## src/rtl/rot_pkg.sv

```systemverilog
`default_nettype none
// ============================================================================
// Module   : rot_pkg
// Purpose  : Shared definitions for the rotate pixel feeder datapath.
//            Holds the rotation encodings, the feeder FSM states and the
//            default tile geometry.
// Ports    : none (package)
// Revision : 1.0 - initial release
// ============================================================================
package rot_pkg;

  // Default tile geometry. Only 4 and 8 are legal tile dimensions: both keep
  // the tile a whole number of 32-bit words and the byte addresses in 8 bits.
  localparam int TILE_DIM_DEFAULT  = 8;
  localparam int NUM_PIX_DEFAULT   = TILE_DIM_DEFAULT * TILE_DIM_DEFAULT;
  localparam int NUM_WORDS_DEFAULT = NUM_PIX_DEFAULT * 3 / 4;

  // Rotation select encodings (clockwise).
  localparam logic [1:0] ROT_0   = 2'd0;
  localparam logic [1:0] ROT_90  = 2'd1;
  localparam logic [1:0] ROT_180 = 2'd2;
  localparam logic [1:0] ROT_270 = 2'd3;

  // Feeder FSM states.
  typedef enum logic [1:0] {
    IDLE = 2'd0,
    RUN  = 2'd1,
    DONE = 2'd2
  } rpf_state_t;

endpackage : rot_pkg
`default_nettype wire

```

## src/rtl/rot_addr_calc.sv

```systemverilog
`default_nettype none
// ============================================================================
// Module   : rot_addr_calc
// Purpose  : Combinational mapping of a source pixel index and a rotation
//            select to the destination blue-byte address of that pixel.
// Ports    : pix_cnt - source pixel index, row-major (y in upper bits)
//            rot_q   - latched rotation select
//            addr_b  - destination byte address of the B component (3*idx)
// Revision : 1.0 - initial release
// ============================================================================
module rot_addr_calc
  import rot_pkg::*;
#(
  parameter int TILE_DIM = TILE_DIM_DEFAULT
) (
  input  logic [2*$clog2(TILE_DIM)-1:0] pix_cnt,
  input  logic [1:0]                    rot_q,
  output logic [7:0]                    addr_b
);

  localparam int CW = $clog2(TILE_DIM);

  logic [CW-1:0] w_x;
  logic [CW-1:0] w_y;
  logic [CW-1:0] w_dx;
  logic [CW-1:0] w_dy;
  logic [7:0]    w_idx;

  // TILE_DIM is a power of two, so TILE_DIM-1-v is simply ~v in CW bits.
  always_comb begin
    w_x  = pix_cnt[CW-1:0];
    w_y  = pix_cnt[2*CW-1:CW];
    w_dx = w_x;
    w_dy = w_y;
    case (rot_q)
      ROT_90: begin
        w_dx = ~w_y;
        w_dy = w_x;
      end
      ROT_180: begin
        w_dx = ~w_x;
        w_dy = ~w_y;
      end
      ROT_270: begin
        w_dx = w_y;
        w_dy = ~w_x;
      end
      default: begin
        w_dx = w_x;
        w_dy = w_y;
      end
    endcase
    w_idx  = 8'({w_dy, w_dx});
    // 3*idx as shift-and-add; largest tile gives 189, so 8 bits suffice.
    addr_b = (w_idx << 1) + w_idx;
  end

endmodule : rot_addr_calc
`default_nettype wire

```

## src/rtl/rot_pixel_feeder.sv

```systemverilog
`default_nettype none
// ============================================================================
// Module   : rot_pixel_feeder
// Purpose  : Unpacks a square RGB tile arriving as 32-bit words into 3-byte
//            pixels (B, G, R order) and presents each pixel together with its
//            rotated destination byte addresses to the output pixel memory.
// Ports    : I_RPF_HCLK, I_RPF_HRESET_N    - clock, async active-low reset
//            I_RPF_START, I_RPF_ROT        - tile start pulse, rotation select
//            I_RPF_RDATA/RVALID, O_RPF_RREADY - input word handshake
//            O_RPF_PIXEL_B/G/R             - pixel components
//            O_RPF_PIXEL_IN_ADDRB/G/R      - destination byte addresses
//            O_RPF_PIXEL_VALID             - new pixel this cycle
//            O_RPF_BUSY, O_RPF_DONE        - tile in progress, tile finished
// Revision : 1.0 - initial release
// ============================================================================
module rot_pixel_feeder
  import rot_pkg::*;
#(
  parameter int TILE_DIM = TILE_DIM_DEFAULT
) (
  input  logic        I_RPF_HCLK,
  input  logic        I_RPF_HRESET_N,
  input  logic        I_RPF_START,
  input  logic [1:0]  I_RPF_ROT,
  input  logic [31:0] I_RPF_RDATA,
  input  logic        I_RPF_RVALID,
  output logic        O_RPF_RREADY,
  output logic [7:0]  O_RPF_PIXEL_B,
  output logic [7:0]  O_RPF_PIXEL_G,
  output logic [7:0]  O_RPF_PIXEL_R,
  output logic [7:0]  O_RPF_PIXEL_IN_ADDRB,
  output logic [7:0]  O_RPF_PIXEL_IN_ADDRG,
  output logic [7:0]  O_RPF_PIXEL_IN_ADDRR,
  output logic        O_RPF_PIXEL_VALID,
  output logic        O_RPF_BUSY,
  output logic        O_RPF_DONE
);

  localparam int NUM_PIX   = TILE_DIM * TILE_DIM;
  localparam int NUM_WORDS = NUM_PIX * 3 / 4;
  localparam int PW        = 2 * $clog2(TILE_DIM);
  localparam int WW        = $clog2(NUM_WORDS + 1);

  localparam logic [PW-1:0] c_last_pix  = PW'(NUM_PIX - 1);
  localparam logic [WW-1:0] c_num_words = WW'(NUM_WORDS);

  rpf_state_t    r_state;
  rpf_state_t    w_state_next;
  logic [1:0]    r_rot_q;
  logic [47:0]   r_buf;        // byte 0 (oldest) in [7:0]; unused bytes kept 0
  logic [2:0]    r_cnt;
  logic [WW-1:0] r_wcnt;
  logic [PW-1:0] r_pix_cnt;

  logic [47:0]   w_buf_next;
  logic [2:0]    w_cnt_next;
  logic          w_rready;
  logic          w_accept;
  logic          w_pop;
  logic          w_last;
  logic          w_start;
  logic [7:0]    w_addr_b;

  logic [7:0]    r_pix_b;
  logic [7:0]    r_pix_g;
  logic [7:0]    r_pix_r;
  logic [7:0]    r_addr_b;
  logic [7:0]    r_addr_g;
  logic [7:0]    r_addr_r;
  logic          r_pix_valid;
  logic          r_done;

  rot_addr_calc #(
    .TILE_DIM (TILE_DIM)
  ) u_addr_calc (
    .pix_cnt (r_pix_cnt),
    .rot_q   (r_rot_q),
    .addr_b  (w_addr_b)
  );

  // Next-state and handshake decode.
  always_comb begin
    w_state_next = r_state;
    w_start      = (r_state == IDLE) && I_RPF_START;
    w_rready     = (r_state == RUN) && (r_cnt <= 3'd2) && (r_wcnt < c_num_words);
    w_accept     = w_rready && I_RPF_RVALID;
    w_pop        = (r_state == RUN) && (r_cnt >= 3'd3);
    w_last       = w_pop && (r_pix_cnt == c_last_pix);
    case (r_state)
      IDLE:    if (I_RPF_START) w_state_next = RUN;
      RUN:     if (w_last)      w_state_next = DONE;
      DONE:    w_state_next = IDLE;
      default: w_state_next = IDLE;
    endcase
  end

  // Byte buffer: pop first (from the pre-edge contents), then append the
  // accepted word right after whatever bytes remain.
  always_comb begin
    w_buf_next = r_buf;
    w_cnt_next = r_cnt;
    if (w_pop) begin
      w_buf_next = r_buf >> 24;
      w_cnt_next = r_cnt - 3'd3;
    end
    if (w_accept) begin
      w_buf_next = w_buf_next | (48'(I_RPF_RDATA) << {w_cnt_next, 3'b000});
      w_cnt_next = w_cnt_next + 3'd4;
    end
  end

  always_ff @(posedge I_RPF_HCLK or negedge I_RPF_HRESET_N) begin
    if (!I_RPF_HRESET_N) begin
      r_state <= IDLE;
    end else begin
      r_state <= w_state_next;
    end
  end

  always_ff @(posedge I_RPF_HCLK or negedge I_RPF_HRESET_N) begin
    if (!I_RPF_HRESET_N) begin
      r_rot_q     <= 2'd0;
      r_buf       <= '0;
      r_cnt       <= 3'd0;
      r_wcnt      <= '0;
      r_pix_cnt   <= '0;
      r_pix_b     <= 8'd0;
      r_pix_g     <= 8'd0;
      r_pix_r     <= 8'd0;
      r_addr_b    <= 8'd0;
      r_addr_g    <= 8'd0;
      r_addr_r    <= 8'd0;
      r_pix_valid <= 1'b0;
      r_done      <= 1'b0;
    end else begin
      if (w_start) begin
        r_rot_q   <= I_RPF_ROT;
        r_buf     <= '0;
        r_cnt     <= 3'd0;
        r_wcnt    <= '0;
        r_pix_cnt <= '0;
      end else begin
        r_buf <= w_buf_next;
        r_cnt <= w_cnt_next;
        if (w_accept) begin
          r_wcnt <= r_wcnt + 1'b1;
        end
        if (w_pop) begin
          r_pix_cnt <= w_last ? '0 : r_pix_cnt + 1'b1;
        end
      end
      // Data/address outputs hold between pops; only VALID drops.
      r_pix_valid <= w_pop;
      if (w_pop) begin
        r_pix_b  <= r_buf[7:0];
        r_pix_g  <= r_buf[15:8];
        r_pix_r  <= r_buf[23:16];
        r_addr_b <= w_addr_b;
        r_addr_g <= w_addr_b + 8'd1;
        r_addr_r <= w_addr_b + 8'd2;
      end
      // Registered off the DONE state so the pulse lands one cycle after the
      // last pixel is presented.
      r_done <= (r_state == DONE);
    end
  end

  assign O_RPF_RREADY         = w_rready;
  assign O_RPF_PIXEL_B        = r_pix_b;
  assign O_RPF_PIXEL_G        = r_pix_g;
  assign O_RPF_PIXEL_R        = r_pix_r;
  assign O_RPF_PIXEL_IN_ADDRB = r_addr_b;
  assign O_RPF_PIXEL_IN_ADDRG = r_addr_g;
  assign O_RPF_PIXEL_IN_ADDRR = r_addr_r;
  assign O_RPF_PIXEL_VALID    = r_pix_valid;
  assign O_RPF_BUSY           = (r_state == RUN);
  assign O_RPF_DONE           = r_done;

endmodule : rot_pixel_feeder
`default_nettype wire

```

## config.mk

```make
export PLATFORM = sky130hd
export DESIGN_NAME = rot_pixel_feeder
export DESIGN_NICKNAME = d
export VERILOG_FILES = /design/src/rtl/rot_pkg.sv /design/src/rtl/rot_addr_calc.sv /design/src/rtl/rot_pixel_feeder.sv
export SDC_FILE = /design/constraint.sdc
export NUM_CORES = 1
export LEC_CHECK = 0
export BUFFER_PORTS_ARGS = -buffer_cell sky130_fd_sc_hd__buf_2
export CAP_MARGIN = 20
export CORE_UTILIZATION = 30
export DETAILED_ROUTE_END_ITERATION = 10
export PLACE_DENSITY_LB_ADDON = 0.2
export SYNTH_ARGS = -nofsm -noshare
export SYNTH_HDL_FRONTEND = slang
export SYNTH_SLANG_ARGS = --single-unit
```

## constraint.sdc

```tcl
create_clock -name I_RPF_HCLK -period 2.95 [get_ports I_RPF_HCLK]
set_clock_uncertainty 0.2 [all_clocks]
set_input_delay 0.295 -clock I_RPF_HCLK [delete_from_list [all_inputs] [get_ports I_RPF_HCLK]]
set_output_delay 0.295 -clock I_RPF_HCLK [all_outputs]
set_load 0.05 [all_outputs]
```

### Word level (Yosys, flattened, before mapping)

Index checks and enable logic that the tools add are counted.
Widths: inputs -> output; s select.

* bits in registers: 117
* bits of input ports: 38
* output and inout bits: 52
* logic and storage cells: 62

* add/subtract/negate cells: 7
* magnitude comparators: 3
* equality and inequality tests: 8
* shifts and indexed selects: 1
* muxes and demuxes: 16
* bitwise operators: 3
* reductions and logical operators: 10

Operator list (number)
* $mux 48: 3
* $or 48x48->48: 1
* $shl 32x6->48: 1
* $mux 6: 5
* $pmux 3 s3: 2
* $add 6x1->6 const B: 2
* $mux 3: 3
* $add 7x6->8: 1
* $add 8x1->8 const B: 1
* $add 8x2->8 const B: 1
* $eq 2x2->1 const B: 3
* $eq 6x6->1 const B: 1
* $logic_and 1x1->1: 6
* $lt 6x6->1 const B: 1
* $not 3->3: 2
* $eq 2x1->1 const B: 2
* $mux 2: 2
* $pmux 2 s2: 1
* $reduce_bool 2->1: 2
* $add 3x3->3 const B: 1
* $ge 3x2->1 const B: 1
* $le 3x2->1 const B: 1
* $sub 3x2->3 const B: 1
* $logic_not 2->1: 1
* other kinds (3): 3

### Depth between registers and ports, before layout

Gate-level depths: netlist of run 1.

* depth after elaboration: 7
* gate-level depth with buffers: 12
* mapped depth without buffers: 11

### Modules after synthesis

A second synthesis of run 1 with hierarchy kept.

* cell total of the unflattened synthesis: 694
* area total of the unflattened synthesis: 6257.3 um^2

By module, submodules not included
* rot_pixel_feeder: instances 1, cells each 644, area an instance 5875.6 um^2, seq. area each 2902.8 um^2
* rot_addr_calc: instances 1, cells each 50, area an instance 381.6 um^2, seq. area each 0.0 um^2

### Worst setup path before layout of run 1

Ideal clock, no wire load.

* path kind: reg2reg
* start point: register r_rot_q[0]
* end point: register r_addr_g[7] (netlist: O_RPF_PIXEL_IN_ADDRG[7])
* setup time: 0.095 ns
* arrival time: 2.751 ns
* required time: 2.655 ns
* setup slack: -0.096 ns
* cell stages (with the launch flop): 12
* buffers on the path: 1
* period minus slack after synthesis: 3.046 ns
* cells stage by stage: dfrtp_1 buf_6 mux2i_1 xnor2_1 ha_1 fa_1 a21o_1 a21oi_1 xnor2_1 nand2_1 o31a_1 o31ai_1

* cells in the longest elaborated chain, start to end: 4
* elaborated cells on any way between the ends: 7
* classes of those cells: add/sub: 2; eq/ne: 3; mux: 2

RTL lines
* start: declaration: line rot_pixel_feeder.sv:49 `logic [1:0] r_rot_q;`
* start signal: assignment: line rot_pixel_feeder.sv:122 `r_rot_q <= 2'd0;`
* start signal: assignment: line rot_pixel_feeder.sv:137 `r_rot_q <= I_RPF_ROT;`
* $eq 2x2->1 or $eq 2x1->1 (tied branches): line rot_addr_calc.sv:35 `case (rot_q)`
* $pmux 3 s3 (*): line rot_addr_calc.sv:35
* $add 7x6->8 (*): line rot_addr_calc.sv:55 `addr_b = (w_idx << 1) + w_idx;`
* named net u_addr_calc.addr_b[0]: line rot_addr_calc.sv:18 `output logic [7:0] addr_b`
* $add 8x1->8 (*): line rot_pixel_feeder.sv:159 `r_addr_g <= w_addr_b + 8'd1;`
* end signal: assignment: line rot_pixel_feeder.sv:159
* end: declaration: line rot_pixel_feeder.sv:68 `logic [7:0] r_addr_g;`

The timed path passes the listed nets; every way through them passes the cells marked *.
A chain may end at the register's enable or synchronous reset.

### Final worst setup path of run 1

* start point: register r_rot_q[0]
* end point: register r_addr_g[7] (netlist: O_RPF_PIXEL_IN_ADDRG[7])

* cells in the longest elaborated chain, start to end: 4
* elaborated cells on any way between the ends: 7
* classes of those cells: add/sub: 2; eq/ne: 3; mux: 2

RTL lines (line)
* $eq 2x2->1 or $eq 2x1->1 (tied branches): rot_addr_calc.sv:35
* $pmux 3 s3: rot_addr_calc.sv:35
* $add 7x6->8 (*): rot_addr_calc.sv:55
* $add 8x1->8 (*): rot_pixel_feeder.sv:159

Every way passes the cells marked *; elsewhere a longest branch is shown, timed or not.

==> results.sh, run 1 <==
export IMPL_worst_slew_margin_relative_to_its_limit_pct=50.2
export IMPL_slowest_stage="sky130_fd_sc_hd__dfrtp_1"
export IMPL_grt_setup_unrepaired="true"
export IMPL_via_count=5115
export IMPL_synth_yosys_seq_area_share_pct=47.3
export IMPL_final_layout_size_suffix_gt1_share_pct=24.1
export IMPL_maxCapViolations=0
export IMPL_cp_start_kind="flop"
export IMPL_cp_buffers_inverters=0
export IMPL_area_growth_synth_to_final_pct=27.3
export IMPL_setup_worst_path_start="r_rot_q[0]"
export IMPL_cts_root_cell="sky130_fd_sc_hd__clkbuf_16"
export IMPL_core_mm2=0.0198
export IMPL_synth_ff_type="sky130_fd_sc_hd__dfrtp_1"
export IMPL_result_of_the_run="finished clean"
export IMPL_timing_fmax_mhz=351
export IMPL_clk_transition_reported_paths_ns=0.06
export IMPL_reg2regPathDepth=10
export IMPL_timing_hold_violations_final=0
export IMPL_crit_reg2reg_launch="r_rot_q[0]"
export IMPL_critical_path_cell_chain="mux2i_1 > xnor2_1 > ha_2 > fa_1 > a21o_1 > a21oi_2 > xnor2_2 > nand2_1 > o31a_1 > o31ai_1"
export IMPL_rr_endpoint="O_RPF_PIXEL_IN_ADDRG[7]"
export IMPL_worst_endpoint_arrival_ns=2.97
export IMPL_initial_drt_pass_iterations=4
export IMPL_post_synth_num_cell_types=58
export IMPL_instance_count_of_the_mapped_netlist=658
export IMPL_grt_start_max_net_pins=85
export IMPL_clk_latency_ns=0.42
export IMPL_initial_core_util_pct=31.0
export IMPL_worst_path_dominant_cell_family="compound AO/OA/AOI/OAI gates"
export IMPL_antenna_cells=0
export IMPL_tritoncts_clock_tree="yes"
export IMPL_setup_violations=0
export IMPL_yosysWarningCount=0
export IMPL_async_flop_share_pct=100
export IMPL_grt_total_usage_pct=16.7
export IMPL_final_design_area_no_fill_mm2=0.00782
export IMPL_worst_path_max_fanout=5
export IMPL_worst_r2r_setup_slack_ns=0.10
export IMPL_cp_data_required_time_ns=3.07
export IMPL_finalMaxSlewViolations=0
export IMPL_global_route_overflow_total=0
export IMPL_grt_antenna_before_repair=0
export IMPL_tightestPinTransition_ns=0.748
export IMPL_finalCriticalPeriod_ns=2.85
export IMPL_first_global_vias=5213
export IMPL_ys_ff_latch=116
export IMPL_global_route_wire_length_before_repair_mm=27.8
export IMPL_io_buffer_count=89
export IMPL_routabilityCongestion=0.812
export IMPL_place_hpwl_mm=11.6
export IMPL_routed_wl_mm=16.4
export IMPL_worst_setup_path_type="flop to flop"
export IMPL_ios=90
export IMPL_placedInstanceArea_mm2=0.00694
export IMPL_routedWlPerCell_um=15.5
export IMPL_synth_edff_count=0
export IMPL_finalCritPeriodShare_pct=96.4
export IMPL_cts_path_max_buffers=2
export IMPL_via_per_instance_ratio=4.86
export IMPL_timing_critical_path_depth=10
export IMPL_syn_avg_cell_area_um2=9.33
export IMPL_remaining_drc_errors=0
export IMPL_num_nets_final=828
export IMPL_worstHoldPathType="primary input to flop"
export IMPL_detail_route_antenna_nets=0
export IMPL_mappedNetlistArea_mm2=0.00614
export IMPL_htree_levels=4
export IMPL_std_cell_rows=51
export IMPL_setup_tns_ns=0
export IMPL_fp_dieArea_mm2=0.0210
export IMPL_cts_num_sinks=116
export IMPL_synthesis_nets=711
export IMPL_first_iter_violations=282
export IMPL_setup_worst_path_end_class="flop"
export IMPL_cts_made_buffers=17
export IMPL_critical_path_max_stage_delay_ns=0.42
export IMPL_dieWidth_um=145
export IMPL_die_height_um=145
export IMPL_hold_depth=3
export IMPL_endpoint="O_RPF_PIXEL_IN_ADDRG[7]"
[Yosys cell counts (all sizes together), types with 4 or more instances]
cell type  number  area [um2]
o221ai          5        43.8
xor2           10        95.1
a31oi          24         150
a221oi          8         101
nand2b          7        51.3
nor2           18        72.6
a21o           10        75.1
o31ai           5        37.5
nand3          24         120
ha             14         175
a22oi           4        30.0
xnor2          14         130
inv             9        38.8
o22ai           5        31.3
buf            22         163
and2            4        27.5
o21ai          30         150
nor3            4        20.0
a21oi          32         160
clkbuf         20        75.1
mux2           19         214
dfrtp         116        2900
and3            8        50.1
mux2i          26         260
nand2         197         742
[layout by cell type, fill, tap and decap left out, types with 3 or more instances in the layout]
cell type and instances:
sky130_fd_sc_hd__and3_1 8, sky130_fd_sc_hd__nor2_1 15, sky130_fd_sc_hd__nand2b_1 6, sky130_fd_sc_hd__o221ai_1 5, sky130_fd_sc_hd__mux2i_1 26, sky130_fd_sc_hd__nor2_2 3, sky130_fd_sc_hd__buf_12 4, sky130_fd_sc_hd__o22ai_1 5
sky130_fd_sc_hd__inv_1 7, sky130_fd_sc_hd__buf_2 88, sky130_fd_sc_hd__xnor2_1 12, sky130_fd_sc_hd__dfrtp_1 116, sky130_fd_sc_hd__mux2_2 16, sky130_fd_sc_hd__nor3_1 4, sky130_fd_sc_hd__ha_1 13, sky130_fd_sc_hd__a221oi_2 5
sky130_fd_sc_hd__xor2_1 9, sky130_fd_sc_hd__a21oi_1 30, sky130_fd_sc_hd__a21o_1 9, sky130_fd_sc_hd__dlygate4sd3_1 25, sky130_fd_sc_hd__o31ai_1 4, sky130_fd_sc_hd__clkbuf_16 17, sky130_fd_sc_hd__o21ai_0 28, sky130_fd_sc_hd__nand3_1 24
sky130_fd_sc_hd__a22oi_1 4, sky130_fd_sc_hd__a221oi_1 3, sky130_fd_sc_hd__clkinv_2 4, sky130_fd_sc_hd__nand2_1 196, sky130_fd_sc_hd__buf_4 23, sky130_fd_sc_hd__a31oi_1 24, sky130_fd_sc_hd__clkbuf_8 5, sky130_fd_sc_hd__mux2_1 3
sky130_fd_sc_hd__clkinvlp_4 3
[per-layer routing]
metal  track usage, %  share of wire [%]
met1             23.8                 52
met2             24.9                 43
met3             3.90                4.7
met4             5.11               0.64
met5                0                  0
[worst min-delay path by stage]
stage | from | endpoint | slack [ns]
after floorplan | I_RPF_HRESET_N | O_RPF_DONE | -0.20
after global placement | I_RPF_HRESET_N | O_RPF_PIXEL_R[7] | 0.18
after detailed placement | I_RPF_HRESET_N | O_RPF_PIXEL_R[7] | 0.19
after CTS | I_RPF_RDATA[3] | r_buf[3] | 0.0006
after global routing | I_RPF_RDATA[3] | r_buf[3] | 0.02
final | I_RPF_RDATA[3] | r_buf[3] | 0.01
[logic make-up (layout without fill, tap and decap cells)]
group	count (synthesis)	in the layout	share of synthesized area [%]
xor+xnor	24	24	3.67
mux	45	45	7.72
flops	116	116	47.3
compound gates	135	135	14.5
simple gates	271	271	19.1
fa+ha+maj	15	15	3.18
buf+inv	52	182	4.58
[sequential cells by signal (all words and copies together), names as in the netlist]
| signal | flops |
|---|---|
| O_RPF_DONE | 1 |
| O_RPF_PIXEL_B | 8 |
| O_RPF_PIXEL_G | 8 |
| O_RPF_PIXEL_IN_ADDRB | 8 |
| O_RPF_PIXEL_IN_ADDRG | 8 |
| O_RPF_PIXEL_IN_ADDRR | 7 |
| O_RPF_PIXEL_R | 8 |
| O_RPF_PIXEL_VALID | 1 |
| r_buf | 48 |
| r_cnt | 3 |
| r_pix_cnt | 6 |
| r_rot_q | 2 |
| r_state | 2 |
| r_wcnt | 6 |
[per-stage QoR]
stage | instances | utilization, % | hold WS (ns) | setup slack (ns)
finish | 1053 | 39.5 | 0.0147 | 0.105
global route | 1053 | 39.5 | 0.0183 | -0.0444
CTS | 1051 | 39.4 | 0.000561 | 0.0273
detailed placement | 994 | 35.1 | 0.190 | 0.0426
global placement | 994 | 35.1 | 0.184 | 0.139
floorplan | 658 | - | -0.201 | 0.00552
[final cells by class]
class	instances	area, um2
multi-input combinational	490	2990
tap	265	332
fill	2013	12000
inverter	10	43.8
clock inverter	8	97.6
clock buffer	24	502
sequential	116	2900
timing repair buffer	140	943
[timing repair]
action                                  CTS  global route
hold endpoints to repair                 72             0
hold buffers                             25             0
setup buffers                             0             2
endpoints found under the setup margin    0            10
gates resized for setup                   0             4
[worst reg2reg max path, cell delays in order, from the launching register on]
cell and delay (ns):
sky130_fd_sc_hd__dfrtp_1 0.42, sky130_fd_sc_hd__mux2i_1 0.24, sky130_fd_sc_hd__xnor2_1 0.14, sky130_fd_sc_hd__ha_2 0.22, sky130_fd_sc_hd__fa_1 0.39, sky130_fd_sc_hd__a21o_1 0.19, sky130_fd_sc_hd__a21oi_2 0.19, sky130_fd_sc_hd__xnor2_2 0.15
sky130_fd_sc_hd__nand2_1 0.09, sky130_fd_sc_hd__o31a_1 0.28, sky130_fd_sc_hd__o31ai_1 0.22
Power of run 1 is left out: the tool's default activity adds up to more than one toggle a clock period on the data nets, which glitch-free logic cannot reach.
==> run 2: changes to the inputs <==
--- a/config.mk
+++ b/config.mk
@@ -12,2 +12,3 @@
 export PLACE_DENSITY_LB_ADDON = 0.2
+export SKIP_CTS_REPAIR_TIMING = 1
 export SYNTH_ARGS = -nofsm -noshare
==> constraint.sdc (replaced) <==
create_clock -name I_RPF_HCLK -period 2.95 [get_ports I_RPF_HCLK]
set_clock_uncertainty 0.2 [all_clocks]
set_input_delay 0.1475 -clock I_RPF_HCLK [delete_from_list [all_inputs] [get_ports I_RPF_HCLK]]
set_output_delay 0.1475 -clock I_RPF_HCLK [all_outputs]
set_load 0.05 [all_outputs]
==> run 2 against run 1 <==
The flow now finishes with violations (hold timing). Worst setup slack better by 0.045 ns. Clock-buffer cell count down 1. Critical path depth down 1. Final cell count up 1.1%. Worst hold slack worse by 0.028 ns. Wire length up 3.1%. Maximum frequency up 1.6%.
==> results.sh, run 2 (same netlist as run 1, synthesis figures left out) <==
export IMPL_mostFrequentLayoutCell="sky130_fd_sc_hd__nand2_1"
export IMPL_initial_drt_pass_iterations=5
export IMPL_worst_path_dominant_cell_family="adder cells"
export IMPL_via_per_instance_ratio=4.90
export IMPL_timing_critical_path_depth=9
export IMPL_hold_depth=3
export IMPL_num_nets_final=840
export IMPL_antenna_cells=0
export IMPL_placedInstanceArea_mm2=0.00694
export IMPL_place_hpwl_mm=11.6
export IMPL_cts_made_buffers=17
export IMPL_first_global_vias=5129
export IMPL_core_mm2=0.0198
export IMPL_finalCritPeriodShare_pct=94.9
export IMPL_global_route_wire_length_before_repair_mm=27.2
export IMPL_worstHoldPathType="primary input to flop"
export IMPL_top_library_cells_by_usage_in_the_layout_fill_and_taps_aside="196 x sky130_fd_sc_hd__nand2_1, 115 x sky130_fd_sc_hd__dfrtp_1, 88 x sky130_fd_sc_hd__buf_2, 35 x sky130_fd_sc_hd__dlygate4sd3_1, 30 x sky130_fd_sc_hd__a21oi_1"
export IMPL_grt_total_usage_pct=16.4
export IMPL_final_layout_size_suffix_gt1_share_pct=24.8
export IMPL_critical_path_max_stage_delay_ns=0.53
export IMPL_global_route_overflow_total=0
export IMPL_hold_path_end="r_state[0]"
export IMPL_die_height_um=145
export IMPL_finalCriticalPeriod_ns=2.80
export IMPL_clk_latency_ns=0.42
export IMPL_initial_core_util_pct=31.0
export IMPL_clk_transition_reported_paths_ns=0.06
export IMPL_met3RoutedLength_um=864
export IMPL_hold_path_startpoint="I_RPF_START"
export IMPL_grt_antenna_before_repair=0
export IMPL_final_fill_count=1989
export IMPL_result_of_the_run="finished with violations"
export IMPL_timing_hold_violations_final=1
export IMPL_worst_path_max_fanout=5
export IMPL_grt_start_max_net_pins=85
export IMPL_finalMaxSlewViolations=0
export IMPL_via_count=5215
export IMPL_ios=90
export IMPL_routabilityCongestion=0.812
export IMPL_cts_path_max_buffers=2
export IMPL_cts_num_sinks=116
export IMPL_fin_worst_hold_slack_ns=-0.0131
export IMPL_cts_root_cell="sky130_fd_sc_hd__clkbuf_16"
export IMPL_remaining_drc_errors=0
export IMPL_top_layer="met4"
export IMPL_timing_fmax_mhz=357
export IMPL_area_growth_synth_to_final_pct=29.7
export IMPL_crit_reg2reg_launch="r_rot_q[0]"
export IMPL_detail_route_antenna_nets=0
export IMPL_maxCapViolations=0
export IMPL_cp_start_kind="flop"
export IMPL_htree_levels=4
export IMPL_critical_path_cell_chain="mux2i_2 > xnor2_2 > ha_2 > fa_2 > ha_1 > and2_2 > nand2_1 > o31a_1 > o31ai_1"
export IMPL_fp_dieArea_mm2=0.0210
export IMPL_route_met2_wl_mm=7.29
export IMPL_std_cell_rows=51
export IMPL_reg2regPathDepth=9
export IMPL_top_register="r_buf"
export IMPL_first_iter_violations=358
export IMPL_cp_data_required_time_ns=3.07
export IMPL_routedWlPerCell_um=15.8
export IMPL_tritoncts_clock_tree="yes"
export IMPL_worst_slew_margin_relative_to_its_limit_pct=51.3
export IMPL_cp_buffers_inverters=0
export IMPL_m1WireLength_mm=8.46
export IMPL_tightestPinTransition_ns=0.731
export IMPL_violated_checks="hold timing"
export IMPL_worst_r2r_setup_slack_ns=0.15
export IMPL_routed_wl_mm=16.9
export IMPL_setup_worst_path_end_class="flop"
export IMPL_setup_violations=0
export IMPL_rr_endpoint="O_RPF_PIXEL_IN_ADDRG[7]"
export IMPL_dieWidth_um=145
export IMPL_worst_setup_path_type="flop to flop"
export IMPL_setup_tns_ns=0
export IMPL_slowest_stage="sky130_fd_sc_hd__fa_2"
export IMPL_final_design_area_no_fill_mm2=0.00797
export IMPL_io_buffer_count=89
export IMPL_worst_endpoint_arrival_ns=2.92
export IMPL_largest_register_ff_count=48
==> run 2: how the worst max path moves through the flow <==
| stage | endpoint | start |
|---|---|---|
| after floorplan | O_RPF_PIXEL_IN_ADDRG[7] | r_rot_q[0] |
| after global placement | O_RPF_PIXEL_IN_ADDRG[7] | r_rot_q[0] |
| after detailed placement | O_RPF_PIXEL_IN_ADDRG[7] | r_rot_q[0] |
| after CTS | O_RPF_PIXEL_IN_ADDRG[7] | r_rot_q[0] |
| after global routing | O_RPF_PIXEL_IN_ADDRG[5] | r_rot_q[0] |
| final | O_RPF_PIXEL_IN_ADDRG[7] | r_rot_q[0] |
==> run 2: routing by layer <==
metal / track usage (%) / vias up
met2: 24.0 / 163
met4: 6.16 / 0
met3: 4.37 / 21
li1: - / 2539
met1: 22.9 / 2492
met5: 0 / -
==> run 2: worst register-to-register path, stage by stage (launching register included) <==
cell and delay (ns):
sky130_fd_sc_hd__dfrtp_2 0.41, sky130_fd_sc_hd__mux2i_2 0.27, sky130_fd_sc_hd__xnor2_2 0.11, sky130_fd_sc_hd__ha_2 0.21, sky130_fd_sc_hd__fa_2 0.53, sky130_fd_sc_hd__ha_1 0.18
sky130_fd_sc_hd__and2_2 0.21, sky130_fd_sc_hd__nand2_1 0.10, sky130_fd_sc_hd__o31a_1 0.25, sky130_fd_sc_hd__o31ai_1 0.22
==> run 2: cell type report <==
class,instances,area (um2),area share (%)
clock inverters,9,125,1.57
repair buffers,151,1050,13.2
multi-input cells,491,3020,37.9
flip-flops and latches,116,2900,36.5
clock buffers,23,488,6.13
well taps,265,332,4.16
inverters,10,43.8,0.550
==> run 2: stage by stage <==
step	utilization, %	std cells	setup slack (ns)	hold slack (ns)
2_1_floorplan	-	658	0.00552	-0.348
3_3_place_gp	35.1	994	0.139	0.0510
4_1_cts	38.2	1026	0.0286	-0.386
5_1_grt	40.3	1065	-0.0248	0.0197
6_report	40.3	1065	0.150	-0.0131
3_5_place_dp	35.1	994	0.0352	0.0584
Power of run 2 is left out for the same reason.
